<file path="src/rtl/tx.sv">
// Serial transmitter: valid/ready byte in; start, 8 data bits LSB first, optional parity, stop out.
// Define TX_HOLD_BUF_EN to add a one-entry holding register so frames can run back to back.
module tx #(
    parameter int unsigned TICK_DIV = 1
) (
    input  logic       i_clk,
    input  logic       i_arst_n,
    input  logic [7:0] i_data,
    input  logic       i_valid,
    output logic       o_ready,
    input  logic       i_par_en,
    input  logic       i_par_typ,
    input  logic [5:0] i_prescale,
    output logic       o_tx_out,
    output logic       o_busy,
    output logic       o_done_flag
);
    localparam int unsigned TW = (TICK_DIV > 1) ? $clog2(TICK_DIV) : 1;
    localparam logic [TW-1:0] TickMax = TW'(TICK_DIV - 1);

    typedef enum logic [2:0] {
        StIdle,
        StStart,
        StData,
        StParity,
        StStop
    } state_e;

    state_e        state_q, state_d;
    logic          tx_q, tx_d;
    logic          done_q, done_d;
    logic [7:0]    data_q, data_d;
    logic          par_en_q, par_en_d;
    logic          par_typ_q, par_typ_d;
    logic [5:0]    ps_q, ps_d;
    logic [TW-1:0] tick_q, tick_d;
    logic [5:0]    btick_q, btick_d;
    logic [2:0]    idx_q, idx_d;
    logic [2:0]    idx_nxt;

    logic          accept;
    logic          tick_end;
    logic          bit_end;
    logic          frame_slot;
    logic          load;
    logic [7:0]    load_byte;

`ifdef TX_HOLD_BUF_EN
    logic [7:0]    buf_q, buf_d;
    logic          buf_full_q, buf_full_d;
    logic          buf_take;
    logic          direct;

    assign o_ready = ~buf_full_q;
`else
    assign o_ready = (state_q == StIdle);
`endif

    assign accept     = i_valid & o_ready;
    assign tick_end   = (tick_q == TickMax);
    assign bit_end    = tick_end && (btick_q == ps_q - 6'd1);
    assign idx_nxt    = idx_q + 3'd1;
    // A new frame may begin from IDLE or directly out of a completing stop bit.
    assign frame_slot = (state_q == StIdle) || ((state_q == StStop) && bit_end);

`ifdef TX_HOLD_BUF_EN
    assign buf_take  = buf_full_q && frame_slot;
    assign direct    = accept && frame_slot;
    assign load      = buf_take || direct;
    assign load_byte = buf_full_q ? buf_q : i_data;
`else
    assign load      = accept;
    assign load_byte = i_data;
`endif

    always_comb begin
        state_d   = state_q;
        tx_d      = tx_q;
        done_d    = 1'b0;
        data_d    = data_q;
        par_en_d  = par_en_q;
        par_typ_d = par_typ_q;
        ps_d      = ps_q;
        tick_d    = tick_q;
        btick_d   = btick_q;
        idx_d     = idx_q;
`ifdef TX_HOLD_BUF_EN
        buf_d      = buf_q;
        buf_full_d = buf_full_q;
        if (buf_take) begin
            buf_full_d = 1'b0;
        end
        if (accept && !direct) begin
            buf_d      = i_data;
            buf_full_d = 1'b1;
        end
`endif

        if (state_q != StIdle) begin
            if (tick_end) begin
                tick_d  = '0;
                btick_d = bit_end ? 6'd0 : btick_q + 6'd1;
            end else begin
                tick_d = tick_q + TW'(1);
            end
        end

        case (state_q)
            StIdle: begin
                tx_d = 1'b1;
            end
            StStart: begin
                if (bit_end) begin
                    state_d = StData;
                    idx_d   = 3'd0;
                    tx_d    = data_q[0];
                end
            end
            StData: begin
                if (bit_end) begin
                    if (idx_q == 3'd7) begin
                        if (par_en_q) begin
                            state_d = StParity;
                            tx_d    = (^data_q) ^ par_typ_q;
                        end else begin
                            state_d = StStop;
                            tx_d    = 1'b1;
                        end
                    end else begin
                        idx_d = idx_nxt;
                        tx_d  = data_q[idx_nxt];
                    end
                end
            end
            StParity: begin
                if (bit_end) begin
                    state_d = StStop;
                    tx_d    = 1'b1;
                end
            end
            StStop: begin
                if (bit_end) begin
                    state_d = StIdle;
                    tx_d    = 1'b1;
                    done_d  = 1'b1;
                end
            end
            default: begin
                state_d = StIdle;
                tx_d    = 1'b1;
            end
        endcase

        // Frame parameters are captured here so mid-frame input changes are ignored.
        if (load) begin
            state_d   = StStart;
            tx_d      = 1'b0;
            data_d    = load_byte;
            par_en_d  = i_par_en;
            par_typ_d = i_par_typ;
            ps_d      = (i_prescale == 6'd0) ? 6'd1 : i_prescale;
            tick_d    = '0;
            btick_d   = 6'd0;
            idx_d     = 3'd0;
        end
    end

    always_ff @(posedge i_clk or negedge i_arst_n) begin
        if (!i_arst_n) begin
            state_q   <= StIdle;
            tx_q      <= 1'b1;
            done_q    <= 1'b0;
            data_q    <= 8'd0;
            par_en_q  <= 1'b0;
            par_typ_q <= 1'b0;
            ps_q      <= 6'd1;
            tick_q    <= '0;
            btick_q   <= 6'd0;
            idx_q     <= 3'd0;
        end else begin
            state_q   <= state_d;
            tx_q      <= tx_d;
            done_q    <= done_d;
            data_q    <= data_d;
            par_en_q  <= par_en_d;
            par_typ_q <= par_typ_d;
            ps_q      <= ps_d;
            tick_q    <= tick_d;
            btick_q   <= btick_d;
            idx_q     <= idx_d;
        end
    end

`ifdef TX_HOLD_BUF_EN
    always_ff @(posedge i_clk or negedge i_arst_n) begin
        if (!i_arst_n) begin
            buf_q      <= 8'd0;
            buf_full_q <= 1'b0;
        end else begin
            buf_q      <= buf_d;
            buf_full_q <= buf_full_d;
        end
    end
`endif

    assign o_tx_out    = tx_q;
    assign o_busy      = (state_q != StIdle);
    assign o_done_flag = done_q;

endmodule

</file>
<file path="config.mk">
export PLATFORM = sky130hd
export DESIGN_NAME = tx
export DESIGN_NICKNAME = d
export VERILOG_FILES = /design/src/rtl/tx.sv
export SDC_FILE = /design/constraint.sdc
export NUM_CORES = 1
export LEC_CHECK = 0
export ABC_CLOCK_PERIOD_IN_PS = 2300
export CAP_MARGIN = 20
export CORE_ASPECT_RATIO = 0.7
export CORE_MARGIN = 2
export CORE_UTILIZATION = 45
export DETAILED_ROUTE_END_ITERATION = 8
export PLACE_DENSITY = 0.64
export SYNTH_ARGS = -nofsm -noshare
export SYNTH_HDL_FRONTEND = slang
export SYNTH_SLANG_ARGS = --single-unit
</file>
<file path="constraint.sdc">
create_clock -name i_clk -period 2.3 [get_ports i_clk]
set_input_delay 0.46 -clock i_clk [delete_from_list [all_inputs] [get_ports i_clk]]
set_output_delay 0.46 -clock i_clk [all_outputs]
set_load 0.02 [all_outputs]
</file>
==> reports/results.tsv <==
stage	metric	value	unit
run_status	status	completed	
layout	# nets final	220	
layout	# diodes	0	
worst_setup_path	Worst Setup Start Kind	register	
clocking	Worst-path clk slew	0.06	ns
global_route	gr ovfl total	0	
hold_path	Hold Path Cell Cnt	1	
clocking	htree depth	2	
floorplan	chip width	79.2	µm
placement	DP HPWL	2.77	mm
detailed_routing	vias per cell	5.42	
hold_path	hold endpoint	idx_q[2]	
placement	I/O Buffers	22	
clocking	Post-CTS Resized	0	
worst_setup_path	cells on worst reg2reg path	6	
sta	Relative slew margins	66.6	%
sta	count of final hold-check violations	0	
clocking	CTS Buf Count	5	
detailed_routing	Detailed Routing Iterations Pass 1	4	
floorplan	Initial Util	46.2	%
pwr	maximum VDD drop	0.847	mV
clocking	clk_lat worst skew	0.28	ns
worst_setup_path	reg-to-reg slack, setup	0.14	ns
clocking	hold-fix buffer count after cts	0	
synth	synthesized flop and latch total	30	
detailed_routing	final WL	3.71	mm
synth	unique cell type count in the Yosys netlist	45	
worst_setup_path	Crit path arrival time	1.71	ns
clocking	CTS root buffer	clkbuf_8	
floorplan	die span in y	56.6	µm
floorplan	Ports	23	
run	Max-Cap Viols	0	
detailed_routing	WL/cell	14.8	µm
floorplan	core area	0.00385	mm²
synth	Yosys top cell by area	dfrtp_1	
placement	Final GP Congestion	0.846	
pwr	Pwr Density	1430	mW/mm²
hold_path	Hold Path Class	register to register	
clocking	setup bufs post-CTS	0	
floorplan	Core Rows	19	
sta	Final Slew Violations	0	
worst_setup_path	crit path kind	register to primary output	
sta	Fin Setup TNS	0	ns
detailed_routing	Vias	1354	
synth	net count after synthesis	189	
layout	FILL cells	357	
global_route	first-pass GRT wire length	6.51	mm
layout	storage element area	753	µm²
global_route	vias in the first global route	1348	
floorplan	die area	0.00448	mm²
synth	Async S/R FF share, synth	100	%
sta	Setup violations, final	0	
layout	Area Growth Syn to Fin	23.7	%
pwr	Leakage	0.968	nW
sta	Worst-Margin Slew	0.500	ns
clocking	CTS tree	done	
global_route	GRT Overall Usage	19.2	%
clocking	Clock Sinks	30	
sta	RSZ-0062 raised after global routing	no	
synth	register area share after synthesis	42.3	%
worst_setup_path	largest fanout on the critical path	5	
detailed_routing	detailed-route DRC error count	0	
synth	Yosys warning count	0	
worst_setup_path	WP data required	1.84	ns
synth	ys flop type	dfrtp_1	
synth	Post-synth EDFFs	0	
synth	Synth top area share	39.4	%
detailed_routing	Iter 0 DRT Violations	60	
worst_setup_path	reg2reg start	idx_q[0]	
detailed_routing	Detail Route Antenna Nets	0	
layout	layout cells sized above 1	22.2	%
synth	mapped cell area	0.00178	mm²
clocking	clk buf depth	2	
worst_setup_path	r2r endpoint	o_tx_out	
sta	Fmax	0.462	GHz
global_route	antenna violations before repair	0	
pwr	Final Power	3.14	mW
synth	ranking of synthesized cells by area	dfrtp_1 39%, mux2_2 8.2%, xnor2_1 3.4%	
layout	multi-input logic area	953	µm²
sta	Tmin final	2.17	ns
global_route	largest net degree at the start of global routing	31	
hold_path	Min-Delay Startpoint	idx_q[2]	
worst_setup_path	CP Capture Type	primary output	
synth	cell count after synthesis	166	
synth	Synth Area per Inst	10.7	µm²
sta	final period utilization	94.2	%
sta	Final Skew	0.00284	ns
[sequential cells by signal, indices dropped and copies added (netlist names)]
signal       flops
idx_q            3
ps_q             6
btick_q          6
o_done_flag      1
data_q           8
state_q          3
par_typ_q        1
par_en_q         1
o_tx_out         1
[power breakdown]
part,total [mW],switching [mW],internal [mW],leakage (nW)
clock network,0.515,0.196,0.318,0.0579
logic,1.62,0.787,0.831,0.542
registers,1.01,0.246,0.765,0.368
total,3.14,1.23,1.91,0.968
[cells in the mapped netlist, drive strengths merged, types with 3 or more instances]
| master | instances |
|---|---|
| dfrtp | 28 |
| nand2 | 16 |
| mux2 | 14 |
| nor2 | 11 |
| inv | 8 |
| o21ai | 8 |
| buf | 7 |
| xnor2 | 7 |
| a21oi | 6 |
| xor2 | 5 |
| ha | 4 |
| o221ai | 4 |
| a32o | 3 |
| and2 | 3 |
| nor3 | 3 |
| nor4 | 3 |
[layer usage]
metal / global-route usage (%) / wire, µm / vias to the layer above
met1: 28.1 / 1850 / 647
met4: 7.39 / 46 / 0
met5: 0 / 0 / -
met3: 5.14 / 167 / 4
li1: - / - / 675
met2: 27.0 / 1650 / 28
[worst max path at each step]
stage / cells after the start / endpoint / startpoint / slack [ns]
CTS: 3 / o_ready / state_q[1] / 0.04
global placement: 6 / o_tx_out / idx_q[0] / 0.18
global route: 7 / o_tx_out / ps_q[0] / 0.01
finish: 2 / o_busy / state_q[1] / 0.13
floorplan: 6 / o_tx_out / idx_q[0] / 0.24
detailed placement: 6 / o_tx_out / idx_q[0] / 0.09
[area by class of cell]
type | count | area share (%)
clock buffer | 5 | 3.13
tap | 52 | 2.96
inverter | 8 | 1.36
timing repair buffer | 31 | 13.2
clock inverter | 3 | 1.82
multi-input combinational | 121 | 43.3
sequential | 30 | 34.2
[critical path, cell delays in order (launching register included)]
cell and delay, ns:
dfrtp_1 0.37, or3_1 0.46, clkdlybuf4s50_1 0.59
[logic make-up (layout without fill, tap and decap cells)]
| logic type | after synthesis | in the layout | synth area share (%) |
|---|---|---|---|
| and+or+nand+nor | 52 | 52 | 15.6 |
| AOI/OAI and AO/OA | 36 | 36 | 15.1 |
| DFF | 30 | 30 | 42.3 |
| muxes | 16 | 16 | 12.0 |
| buffers and inverters | 15 | 47 | 4.85 |
| xor gates and xnor gates | 13 | 13 | 7.24 |
| adders and majority gates | 4 | 4 | 2.81 |
[placed cells by master (no fill, tap or decap), types with 2 or more instances in the layout]
cell	instances
o21ai_0	8
dfstp_2	2
nand2b_1	2
nor2_1	11
nor2b_1	2
o211ai_2	2
buf_4	9
o221ai_1	4
xor2_1	5
and2_1	3
a21oi_1	6
a32o_1	3
ha_1	3
clkdlybuf4s50_1	21
a31oi_1	2
nor3b_1	2
o211a_1	2
nand2_1	16
inv_1	8
nand3_1	2
mux4_1	2
nor4_2	2
mux2_2	13
nand4_1	2
dfrtp_1	28
clkinv_2	2
o31ai_1	2
nor3_1	2
clkbuf_8	5
xnor2_1	7
[per-stage QoR]
step / util, % / cell area [µm²] / setup WS (ns) / cells / hold slack [ns]
6_report: 57.1 / 2200 / 0.134 / 250 / 0.502
2_1_floorplan: - / 1780 / 0.241 / 166 / 0.164
5_1_grt: 57.1 / 2200 / 0.0119 / 250 / 0.541
3_3_place_gp: 53.9 / 2080 / 0.180 / 242 / 0.485
4_1_cts: 56.7 / 2180 / 0.0377 / 250 / 0.506
3_5_place_dp: 53.9 / 2080 / 0.0885 / 242 / 0.491
No activity file was read; power rests on OpenSTA's default activity.
